## config.mk

```make
export PLATFORM = sky130hd
export DESIGN_NAME = module_light_ctrl
export DESIGN_NICKNAME = d
export VERILOG_FILES = /design/src/rtl/light_pkg.sv /design/src/rtl/light_tick_gen.sv /design/src/rtl/module_light_ctrl.sv
export SDC_FILE = /design/constraint.sdc
export NUM_CORES = 1
export LEC_CHECK = 0
export ABC_AREA = 1
export CAP_MARGIN = 10
export CORE_UTILIZATION = 39
export DETAILED_ROUTE_END_ITERATION = 16
export GPL_TIMING_DRIVEN = 0
export PLACE_DENSITY = 0.81
export SYNTH_ARGS = -nofsm -noshare
export SYNTH_HDL_FRONTEND = slang
export SYNTH_SLANG_ARGS = --single-unit
```

## constraint.sdc

```tcl
create_clock -name clk -period 1.4 [get_ports clk]
set_input_delay 0.35 -clock clk [delete_from_list [all_inputs] [get_ports clk]]
set_output_delay 0.35 -clock clk [all_outputs]
set_load 0.02 [all_outputs]
```

## src/rtl/light_pkg.sv

```systemverilog
// Shared state/lamp codes, default phase durations and phase helpers for the
// traffic-light controller.
package light_pkg;

    typedef enum logic [2:0] {
        REDS    = 3'd0,
        GREENS  = 3'd1,
        YELLOWS = 3'd2,
        ONLINES = 3'd3,
        PAUSES  = 3'd4
    } light_state_t;

    typedef enum logic [2:0] {
        MODE_RST,
        MODE_OFF,
        MODE_ONLINE,
        MODE_PAUSE,
        MODE_RUN
    } mode_t;

    localparam logic [7:0] DARKL   = 8'd0;
    localparam logic [7:0] REDL    = 8'd1;
    localparam logic [7:0] GREENL  = 8'd2;
    localparam logic [7:0] YELLOWL = 8'd3;
    localparam logic [7:0] ONLINEL = 8'd4;

    localparam int REDT    = 19;
    localparam int GREENT  = 16;
    localparam int YELLOWT = 3;
    localparam int ONLINET = 0;

    // Unknown codes restart the cycle at green.
    function automatic light_state_t next_phase(input light_state_t ph);
        case (ph)
            GREENS:  return YELLOWS;
            YELLOWS: return REDS;
            default: return GREENS;
        endcase
    endfunction

    function automatic logic [7:0] phase_color(input light_state_t ph);
        case (ph)
            REDS:    return REDL;
            GREENS:  return GREENL;
            YELLOWS: return YELLOWL;
            default: return DARKL;
        endcase
    endfunction

endpackage

```

## src/rtl/light_tick_gen.sv

```systemverilog
// Seconds prescaler: counts 0..CLOCK_HZ-1 while enabled and emits a one-cycle
// tick on the last count. Clear wins over enable and suppresses the tick.
module light_tick_gen #(
    parameter int CLOCK_HZ = 5
) (
    input  logic clk,
    input  logic clear,
    input  logic en,
    output logic tick
);

    localparam int CW = (CLOCK_HZ > 1) ? $clog2(CLOCK_HZ) : 1;
    localparam logic [CW-1:0] CNT_MAX = CW'(CLOCK_HZ - 1);

    logic [CW-1:0] cnt;

    assign tick = en && !clear && (cnt == CNT_MAX);

    always_ff @(posedge clk) begin
        if (clear) begin
            cnt <= '0;
        end else if (en) begin
            cnt <= (cnt == CNT_MAX) ? '0 : cnt + CW'(1);
        end
    end

endmodule

```

## src/rtl/module_light_ctrl.sv

```systemverilog
// Runtime traffic-light controller for main and sub roads with pause and online modes.
// Optional LIGHT_CTRL_BLINK_EN: online colours blink ONLINEL/dark every CLOCK_HZ clocks.
module module_light_ctrl
    import light_pkg::*;
#(
    parameter int CLOCK_HZ = 5,
    parameter int REDT     = 19,
    parameter int GREENT   = 16,
    parameter int YELLOWT  = 3
) (
    input  logic        clk,
    input  logic        rst,
    input  logic [2:0]  init_main_state,
    input  logic [2:0]  init_sub_state,
    input  logic [4:0]  init_main_rest,
    input  logic [4:0]  init_sub_rest,
    input  logic        power_en,
    input  logic        pause,
    input  logic        online,
    output logic [2:0]  main_light_state,
    output logic [2:0]  sub_light_state,
    output logic [4:0]  main_rest_time,
    output logic [4:0]  sub_rest_time,
    output logic [15:0] MainTime,
    output logic [15:0] SubTime,
    output logic [7:0]  MainColor,
    output logic [7:0]  SubColor
);

    function automatic logic [4:0] phase_dur(input light_state_t ph);
        case (ph)
            GREENS:  return 5'(GREENT);
            YELLOWS: return 5'(YELLOWT);
            default: return 5'(REDT);
        endcase
    endfunction

    mode_t        mode;
    logic         cnt_en;
    logic         cnt_clr;
    logic         tick;
    logic         run_tick;

    // Index 0 is the main road, index 1 the sub road.
    light_state_t init_phase [2];
    logic [4:0]   init_rest  [2];
    light_state_t phase_q    [2];
    light_state_t phase_d    [2];
    logic [4:0]   rest_q     [2];
    logic [4:0]   rest_d     [2];
    light_state_t st_q       [2];
    light_state_t st_d       [2];
    logic [4:0]   rout_q     [2];
    logic [4:0]   rout_d     [2];
    logic [7:0]   col_q      [2];
    logic [7:0]   col_d      [2];

    assign init_phase[0] = light_state_t'(init_main_state);
    assign init_phase[1] = light_state_t'(init_sub_state);
    assign init_rest[0]  = init_main_rest;
    assign init_rest[1]  = init_sub_rest;

    always_comb begin
        if (rst)            mode = MODE_RST;
        else if (!power_en) mode = MODE_OFF;
        else if (online)    mode = MODE_ONLINE;
        else if (pause)     mode = MODE_PAUSE;
        else                mode = MODE_RUN;
    end

`ifdef LIGHT_CTRL_BLINK_EN
    logic online_q;
    logic blink_q;
    logic blink_d;

    // Prescaler keeps running to pace the blink; leaving online restarts it from 0.
    assign cnt_en  = (mode == MODE_RUN) || (mode == MODE_ONLINE);
    assign cnt_clr = (mode == MODE_RST) || (mode == MODE_OFF) ||
                     (online_q && (mode != MODE_ONLINE));
    assign blink_d = (mode == MODE_ONLINE) ? (blink_q ^ tick) : 1'b0;

    always_ff @(posedge clk) begin
        if (rst) begin
            online_q <= 1'b0;
            blink_q  <= 1'b0;
        end else begin
            online_q <= (mode == MODE_ONLINE);
            blink_q  <= blink_d;
        end
    end
`else
    assign cnt_en  = (mode == MODE_RUN);
    assign cnt_clr = (mode == MODE_RST) || (mode == MODE_OFF) || (mode == MODE_ONLINE);
`endif

    light_tick_gen #(
        .CLOCK_HZ (CLOCK_HZ)
    ) u_tick (
        .clk   (clk),
        .clear (cnt_clr),
        .en    (cnt_en),
        .tick  (tick)
    );

    assign run_tick = tick && (mode == MODE_RUN);

    // Next phase/rest per road; rest of 0 is treated like 1 so a bad init still advances.
    always_comb begin
        for (int r = 0; r < 2; r++) begin
            phase_d[r] = phase_q[r];
            rest_d[r]  = rest_q[r];
            case (mode)
                MODE_RST, MODE_OFF, MODE_ONLINE: begin
                    phase_d[r] = init_phase[r];
                    rest_d[r]  = init_rest[r];
                end
                MODE_RUN: begin
                    if (run_tick) begin
                        if (rest_q[r] > 5'd1) begin
                            rest_d[r] = rest_q[r] - 5'd1;
                        end else begin
                            phase_d[r] = next_phase(phase_q[r]);
                            rest_d[r]  = phase_dur(next_phase(phase_q[r]));
                        end
                    end
                end
                default: ;
            endcase
        end
    end

    // Registered outputs follow the next state so they change on the tick edge itself.
    always_comb begin
        for (int r = 0; r < 2; r++) begin
            st_d[r]   = phase_d[r];
            rout_d[r] = rest_d[r];
            col_d[r]  = phase_color(phase_d[r]);
            case (mode)
                MODE_OFF: begin
                    rout_d[r] = 5'd0;
                    col_d[r]  = DARKL;
                end
                MODE_ONLINE: begin
                    st_d[r]   = ONLINES;
                    rout_d[r] = 5'(ONLINET);
`ifdef LIGHT_CTRL_BLINK_EN
                    col_d[r]  = blink_d ? DARKL : ONLINEL;
`else
                    col_d[r]  = ONLINEL;
`endif
                end
                MODE_PAUSE: begin
                    st_d[r] = PAUSES;
                end
                default: ;
            endcase
        end
    end

    always_ff @(posedge clk) begin
        for (int r = 0; r < 2; r++) begin
            if (rst) begin
                phase_q[r] <= init_phase[r];
                rest_q[r]  <= init_rest[r];
                st_q[r]    <= init_phase[r];
                rout_q[r]  <= init_rest[r];
                col_q[r]   <= phase_color(init_phase[r]);
            end else begin
                phase_q[r] <= phase_d[r];
                rest_q[r]  <= rest_d[r];
                st_q[r]    <= st_d[r];
                rout_q[r]  <= rout_d[r];
                col_q[r]   <= col_d[r];
            end
        end
    end

    assign main_light_state = st_q[0];
    assign sub_light_state  = st_q[1];
    assign main_rest_time   = rout_q[0];
    assign sub_rest_time    = rout_q[1];
    assign MainTime         = {11'd0, rout_q[0]};
    assign SubTime          = {11'd0, rout_q[1]};
    assign MainColor        = col_q[0];
    assign SubColor         = col_q[1];

endmodule
```

==> qor.csv, run 1 <==
stage,metric,value,unit
place,dp_hpwl,3980,um
layout,fill_cells,484,
critical_path,cp_cell_sequence,nor2_2 -> nor2_4 -> nor2_4 -> nand2_4 -> nand2_4 -> buf_6 -> a21oi_2 -> o21ai_1 -> nand2_1 -> nand2_2 -> nor2_1,
outcome,violations,setup timing,
critical_path,crit_family,simple AND/OR/NAND/NOR gates,
clocking,numCtsBuffers,5,
layout,areaGrowthSynthToFinish,56.9,%
global_route,grt_max_degree,12,
layout,multi_input_area,1460,um2
timing,hold_viol,0,
clocking,cts_hold_buf,0,
yosys,synth_area,2360,um2
layout,layout.nets,472,
outcome,status,"complete, but fails checks",
layout,diodes,0,
timing,min_period,1.59,ns
clocking,clk_latency,0.30,ns
yosys,synth_seq_cells,40,
global_route,antenna_found_initial,0,
die,die_w,79.8,um
layout,drive_gt1_frac,0.422,
clocking,cts_tree,built,
yosys,postSynthCellCount,329,
critical_path,crit_cells,11,
timing,slew_violations,0,
place,numPortBuffers,52,
routing,dr.pass1.iters,4,
critical_path,worstSetupPathType,flip-flop to flip-flop,
yosys,synth_flop_cell,dfxtp_1,
power_and_ir_drop,finalPower,0.00304,W
routing,num_vias,2350,
die,die_h,79.8,um
place,post-place-cells,484,
clocking,cts_sinks,40,
yosys,postSynthAreaPerCell,7.18,um2
routing,routed_wl,6630,um
critical_path,path_buf_inv,1,
die,core,5680,um2
power_and_ir_drop,ir_drop,0.645,mV
timing,setup_ws,-0.194,ns
global_route,grt_pass1_vias,2324,
critical_path,arrival,1.79,ns
yosys,synthDistinctLibCells,32,
routing,ant_nets,0,
yosys,async_flop_share,0,
global_route,grt_pass1_wl,10000,um
power_and_ir_drop,p_per_area,820,nW/um2
critical_path,cpPeakStageDelay,0.35,ns
routing,drt-initial-drc-count,81,
die,io_pins,85,
timing,max_freq,627,MHz
clocking,root_buffer,clkbuf_8,
routing,post_drt_wl_per_cell,12.8,um
layout,layout.cells.non_filler,518,
timing,fin_skew,0.00714,ns
clocking,clk_path_buf_depth,2,
critical_path,critPathRequiredTime,1.60,ns
worst_hold_path,hold_class,flip-flop to flip-flop,
layout,register_area,812,um2
yosys,yosysSeqAreaShare,0.339,
global_route,track_usage,0.205,
yosys,synth_edf_count,0,
global_route,grt_overflow,0,
critical_path,startpoint_type,flip-flop,
power_and_ir_drop,p_leak,1.90,nW
timing,setup_violations,28,
critical_path,worst_path_max_delay_cell,dfxtp_2,
clocking,cts-htree-levels,2,
die,rows,27,
routing,vias_per_cell,4.54,
critical_path,reg2reg_depth,11,
die,die_area,6380,um2
job,maxCapViolCount,0,
die,start_util,0.416,
timing,grt_setup_unrepaired,true,
yosys,yosys_warnings,0,
routing,post-route-drc-count,0,
timing,fin_crit_sh,1.14,
clocking,clkTransAtPathRegs,0.08,ns
critical_path,cp-end-kind,flip-flop,
layout,fin_util,0.653,
place,gp_congestion,0.844,
critical_path,cp_max_fo,4,
worst_hold_path,holdPathStages,2,
## path summary, 6_finish.rpt
check,start,endpoint,slack (ns)
worst min-delay path,rest_q[1][2],rest_q[1][2],0.53
worst min register to register,rest_q[1][2],rest_q[1][2],0.53
worst max register to register,rest_q[0][0],rout_q[0][2],-0.19
worst max-delay path,rest_q[0][0],rout_q[0][2],-0.19
## sequential cells by signal (all words and copies together), names as in the netlist
register	count
rest_q	10
rout_q	10
phase_q	6
st_q	6
col_q	5
u_tick.cnt	3
## cell usage after synthesis, types with 2 or more instances
cell       n  area share
o21ai_0   15       0.032
nand2_2    7       0.019
ha_1       6       0.032
o21ai_1    6       0.013
o211ai_1   2      0.0064
nand2_4    3       0.014
inv_1     43       0.068
inv_2      6      0.0095
nor2_1    25       0.040
nand2_1   64        0.10
o211ai_2   2       0.011
nand3_1   21       0.044
xor2_1     2      0.0074
nor2_4     2      0.0095
nor3_1     5       0.011
dfxtp_1   40        0.34
a21oi_1   16       0.034
buf_4     43        0.14
buf_2      3      0.0064
nor2_2     6       0.016
## cell usage in the layout, fill, tap and decap left out, drive strengths merged, types with 6 or more instances in the layout
cell            n
a21oi          16
buf            73
clkbuf         14
clkdlybuf4s15   7
clkdlybuf4s50  16
conb           32
dfxtp          40
dlygate4sd2    23
ha              6
inv            50
nand2          74
nand3          22
nor2           34
nor3            6
o21ai          22
## routing by layer
metal  share of wire  up-vias  GRT usage
li1                -     1176          -
met5               0        -          0
met1            0.39     1059      0.227
met4           0.017        0     0.0946
met2            0.52      100      0.364
met3           0.075       15     0.0514
## logic make-up (layout without fill, tap and decap cells)
kind of cell,count (synthesis),in the layout,share of synthesized area
XOR/XNOR,4,4,0.0180
buffers and inverters,97,183,0.228
adder cells (fa/ha/maj),6,6,0.0318
AO/OA/AOI/OAI,43,43,0.102
flip-flops,40,40,0.339
other,1,32,0.00159
AND/OR/NAND/NOR,138,138,0.280
## worst reg2reg max path, stage by stage (launching register included)
cell	delay [ns]
dfxtp_2	0.35
nor2_2	0.22
nor2_4	0.06
nor2_4	0.17
nand2_4	0.11
nand2_4	0.13
buf_6	0.12
a21oi_2	0.03
o21ai_1	0.09
nand2_1	0.09
nand2_2	0.09
nor2_1	0.04
## layout make-up
type,count,area share
repair buffers,78,0.191
inverters,50,0.0520
clock buffers,8,0.0243
flip-flops and latches,40,0.219
multi-input cells,223,0.394
plain buffers,47,0.0955
well taps,72,0.0243
## what timing repair did
action                     CTS  global route
setup buffers               17             9
pin swaps                   21            23
setup endpoints to repair   71            47
resized for setup          102            57
cloned                       1             0
## report_power, final
part           internal (W)  switching, W  leakage, nW  total, W
Combinational      0.000396      0.000540         1.52  0.000936
Sequential          0.00124     0.0000650        0.336   0.00131
Clock              0.000402      0.000394       0.0455  0.000795
Total               0.00204      0.000999         1.90   0.00304
## per-stage QoR
step / cell area [um2] / worst slack, ns / setup TNS (ns) / hold WS, ns
after floorplan: 2500 / 0.00195 / 0 / 0.442
after global placement: 3120 / -0.706 / -22.66 / 0.510
after detailed placement: 3120 / -0.734 / -23.96 / 0.520
after CTS: 3510 / -0.171 / -2.33 / 0.515
after global routing: 3710 / -0.279 / -5.63 / 0.563
final: 3710 / -0.194 / -3.05 / 0.528
Power figures use the tool's default switching activity.
==> run 2: changes to the inputs <==
--- a/config.mk
+++ b/config.mk
@@ -8,6 +8,7 @@
 export ABC_AREA = 1
 export CAP_MARGIN = 10
 export CORE_UTILIZATION = 39
+export CTS_CLUSTER_DIAMETER = 80
 export DETAILED_ROUTE_END_ITERATION = 16
 export GPL_TIMING_DRIVEN = 0
 export PLACE_DENSITY = 0.81
==> results of run 2 <==
Same layout as run 1: the final DEF is identical, and so are final timing and power.
==> run 3: changes to the inputs <==
--- a/config.mk
+++ b/config.mk
@@ -5,7 +5,6 @@
 export SDC_FILE = /design/constraint.sdc
 export NUM_CORES = 1
 export LEC_CHECK = 0
-export ABC_AREA = 1
 export CAP_MARGIN = 10
 export CORE_UTILIZATION = 39
 export CTS_CLUSTER_DIAMETER = 80
==> run 3 against run 2 <==
The flow still finishes with violations (setup timing). Hold slack worse by 0.16 ns. Largest power group unchanged. Synthesized cell count is 18% lower. Utilization is 0.83 points higher. Power is 1.2% higher. Via count is 0.60% higher. Sequential power hardly changed. Global-route usage is 0.44 points higher. Wire length is 6.3% higher.
==> qor.csv, run 3 <==
stage,metric,value,unit,change
outcome,status,"complete, but fails checks",,unchanged
outcome,violations,setup timing,,unchanged
global_route,grt_pass1_vias,2273,,was 2324
yosys,synthTopCellsByCount,"buf_4 (44), dfxtp_1 (40), nand2_1 (29), a21o_1 (16), a21oi_1 (16)",,"was nand2_1 (64), buf_4 (43), inv_1 (43), dfxtp_1 (40), nor2_1 (25)"
global_route,grt_overflow,0,,unchanged
layout,final_common_cell,buf_4,,unchanged
yosys,synth_top_cell_by_area,dfxtp_1,,unchanged
critical_path,cp_cell_sequence,inv_2 -> ha_4 -> and3b_1 -> buf_6 -> nand2_2 -> or4_4 -> mux2i_4 -> o21ai_1,,was nor2_2 -> nor2_4 -> nor2_4 -> nand2_4 -> nand2_4 -> buf_6 -> a21oi_2 -> o21ai_1 -> nand2_1 -> nand2_2 -> nor2_1
routing,num_vias,2364,,was 2350
critical_path,worstReg2RegStart,u_tick.cnt[0],,was rest_q[0][0]
timing,setup_violations,36,,was 28
power_and_ir_drop,p_sw_frac,0.321,,was 0.329
yosys,synth-xor-area-share,0.0188,,was 0.0180
worst_hold_path,hold_class,primary input to flip-flop,,was flip-flop to flip-flop
power_and_ir_drop,intPower,0.00209,W,was 0.00204 W
routing,post_drt_wl_per_cell,15.1,um,was 12.8 um
timing,hold_viol,0,,unchanged
yosys,synth.most_common_cell,buf_4,,was nand2_1
yosys,synth_seq_cells,40,,unchanged
critical_path,worstSetupPathType,flip-flop to flip-flop,,unchanged
timing,max_freq,571,MHz,was 627 MHz
timing,min_period,1.75,ns,was 1.59 ns
yosys,async_flop_share,0,,unchanged
die,rows,27,,unchanged
place,numPortBuffers,52,,unchanged
clocking,numCtsBuffers,5,,unchanged
yosys,yosys_warnings,0,,unchanged
layout,areaGrowthSynthToFinish,60.4,%,was 56.9%
power_and_ir_drop,p_per_area,824,nW/um2,was 820 nW/um2
critical_path,cp_max_fo,7,,was 4
yosys,synth_mux_area_frac,0.0312,,was 0
power_and_ir_drop,pwr-share-comb,0.286,,was 0.308
timing,fin_crit_sh,1.25,,was 1.14
critical_path,worst_path_max_delay_cell,or4_4,,was dfxtp_2
timing,fin_skew,0.00402,ns,was 0.00714 ns
critical_path,reg2reg_depth,8,,was 11
clocking,clk_path_buf_depth,2,,unchanged
yosys,synth_flop_cell,dfxtp_1,,unchanged
die,die_w,79.3,um,was 79.8 um
clocking,root_buffer,clkbuf_8,,unchanged
clocking,clk_latency,0.30,ns,about the same
layout,register_area,828,um2,was 812 um2
die,core,5640,um2,was 5680 um2
job,maxCapViolCount,0,,unchanged
timing,setup_ws,-0.352,ns,was -0.194 ns
timing,slew_violations,0,,unchanged
routing,routed_wl,7050,um,was 6630 um
yosys,postSynthCellCount,270,,was 329
critical_path,startpoint_type,flip-flop,,unchanged
timing,worst_pin_slew,0.586,ns,
routing,post-route-drc-count,0,,unchanged
critical_path,worstReg2RegEnd,rest_q[1][3],,was rout_q[0][2]
power_and_ir_drop,switchingPower,0.000987,W,was 0.000999 W
place,gp_congestion,0.856,,was 0.844
critical_path,cp-end-kind,flip-flop,,unchanged
power_and_ir_drop,ir_drop,0.531,mV,was 0.645 mV
global_route,grt_max_degree,14,,was 12
die,start_util,0.413,,was 0.416
yosys,yosysSeqAreaShare,0.344,,was 0.339
place,pre_cts_slack,-0.888,ns,was -0.734 ns
die,die_h,79.3,um,was 79.8 um
routing,ant_nets,0,,unchanged
layout,layout.nets,421,,was 472
clocking,clkTransAtPathRegs,0.08,ns,about the same
yosys,synth_edf_count,0,,unchanged
yosys,postSynthAreaPerCell,8.62,um2,was 7.18 um2
critical_path,arrival,1.98,ns,was 1.79 ns
routing,dr.pass1.iters,4,,unchanged
critical_path,crit_cells,8,,was 11
critical_path,critPathRequiredTime,1.63,ns,was 1.60 ns
yosys,synth_top_family_by_area,simple AND/OR/NAND/NOR gates,,unchanged
yosys,synth_top_area_frac,0.344,,was 0.339
global_route,track_usage,0.209,,was 0.205
clocking,cts_sinks,40,,unchanged
layout,fill_cells,445,,was 484
critical_path,crit_path_end,rest_q[1][3],,was rout_q[0][2]
critical_path,path_buf_inv,2,,was 1
worst_hold_path,hp-start,online,,was rest_q[1][2]
yosys,synth-simple-area-share,0.201,,was 0.280
layout,diodes,0,,unchanged
power_and_ir_drop,clkPwrFrac,0.288,,was 0.262
yosys,synth_area,2330,um2,was 2360 um2
layout,drive_gt1_frac,0.441,,was 0.422
layout,largestRegisters,"rest_q x10, rout_q x10",,unchanged
global_route,grt_pass1_wl,10100,um,was 10000 um
clocking,cts_hold_buf,0,,unchanged
critical_path,ff2ff_setup_slack,-0.35,ns,was -0.19 ns
die,io_pins,85,,unchanged
global_route,antenna_found_initial,0,,unchanged
routing,drt-initial-drc-count,173,,was 81
layout,multi_input_area,1560,um2,was 1460 um2
clocking,cts-htree-levels,2,,unchanged
yosys,synth_fa_ha_area_frac,0.0323,,was 0.0318
critical_path,cpPeakStageDelay,0.46,ns,was 0.35 ns
timing,max_slew_margin,0.604,,
timing,grt_setup_unrepaired,true,,unchanged
layout,final_cell_mix,"buf_4 (75), conb_1 (32), dfxtp_1 (30), nand2_1 (25), dlygate4sd2_1 (22)",,"was buf_4 (62), nand2_1 (55), inv_1 (34), dfxtp_1 (33), conb_1 (32)"
clocking,cts_tree,built,,unchanged
critical_path,crit_family,simple AND/OR/NAND/NOR gates,,unchanged
power_and_ir_drop,p_seq_frac,0.426,,was 0.430
place,dp_hpwl,4050,um,was 3980 um
yosys,ys_top_cells_by_area,"dfxtp_1 (34%), buf_4 (14%), a21o_1 (5.2%), nand2_1 (4.7%), a21oi_1 (3.4%)",,"was dfxtp_1 (34%), buf_4 (14%), nand2_1 (10%), inv_1 (6.8%), nand3_1 (4.4%)"
timing,setup_tns,-7.89,ns,was -3.05 ns
critical_path,cp-startpoint,u_tick.cnt[0],,was rest_q[0][0]
die,die_area,6280,um2,was 6380 um2
yosys,synthDistinctLibCells,54,,was 32
routing,vias_per_cell,5.06,,was 4.54
power_and_ir_drop,p_leak,1.79,nW,was 1.90 nW
yosys,synth_compound_area_frac,0.201,,was 0.102
-- run 3: cell count changes in the layout (fill, tap and decap cells not counted), sizes merged, moves of 4 or more --
cell | before | now
mux2i | 0 | 5
a211oi | 0 | 4
buf | 73 | 82
inv | 50 | 10
o21ai | 22 | 16
nand3 | 22 | 3
clkdlybuf4s15 | 7 | 3
nor2 | 34 | 12
nand2 | 74 | 29
clkbuf | 14 | 21
nand2b | 0 | 5
a21o | 0 | 16
nor3b | 0 | 4
-- run 3: metrics by stage --
stage          cells  utilization  power [W]  instance area, um2  hold WS, ns
2_1_floorplan    301            -    0.00182                2550        0.446
3_3_place_gp     425        0.561    0.00207                3160        0.497
3_5_place_dp     425        0.561    0.00209                3160        0.510
4_1_cts          454        0.639    0.00299                3600        0.421
5_1_grt          467        0.662    0.00321                3730        0.372
6_report         467        0.662    0.00308                3730        0.370
-- run 3: worst register-to-register path, stage by stage (launching register included) --
cell	delay [ns]
dfxtp_2	0.33
inv_2	0.06
ha_4	0.13
and3b_1	0.17
buf_6	0.14
nand2_2	0.06
or4_4	0.46
mux2i_4	0.21
o21ai_1	0.12
-- run 3: cell families after synthesis --
group / count (synthesis)
AND/OR/NAND/NOR: 80
multiplexers: 7
buffers and inverters: 61
XOR/XNOR: 5
adder cells (fa/ha/maj): 6
AO/OA/AOI/OAI: 70
flip-flops: 40
other: 1
-- run 3: worst min-delay path by stage --
| stage | endpoint | slack [ns] | cells past startpoint |
|---|---|---|---|
| final | st_q[1][2] | 0.37 | 2 |
| after global routing | st_q[1][2] | 0.37 | 2 |
| after CTS | col_q[1][0] | 0.42 | 3 |
| after detailed placement | u_tick.cnt[1] | 0.51 | 2 |
| after global placement | u_tick.cnt[1] | 0.50 | 2 |
| after floorplan | col_q[1][0] | 0.45 | 1 |
-- run 3: power by group through the flow --
stage	Combinational [W]	Clock [W]	Sequential [W]
2_1_floorplan	0.000452	0	0.00137
3_3_place_gp	0.000749	0	0.00132
3_5_place_dp	0.000763	0	0.00133
4_1_cts	0.000795	0.000887	0.00130
5_1_grt	0.000934	0.000958	0.00132
6_report	0.000881	0.000886	0.00131
-- run 3: final cells by class --
cell class | count | area share
multi-input combinational | 200 | 0.417
clock buffer | 6 | 0.0251
buffer | 52 | 0.107
clock inverter | 2 | 0.00302
timing repair buffer | 86 | 0.193
sequential | 40 | 0.222
tap | 72 | 0.0241
inverter | 9 | 0.00905
-- run 3: layer usage --
layer  part of all wire  up-vias  global-route usage
met2               0.53      126               0.366
met1               0.37     1091               0.223
li1                   -     1123                   -
met3              0.061       24              0.0471
met5                  0        -                   0
met4              0.036        0               0.140
-- run 3: repair_timing --
action                                 CTS  global route
pin swaps                               30            12
gates cloned                             1             0
setup endpoints to repair               71            49
endpoints found under the hold margin    0             0
resized for setup                       99            33
setup buffers                           20            14
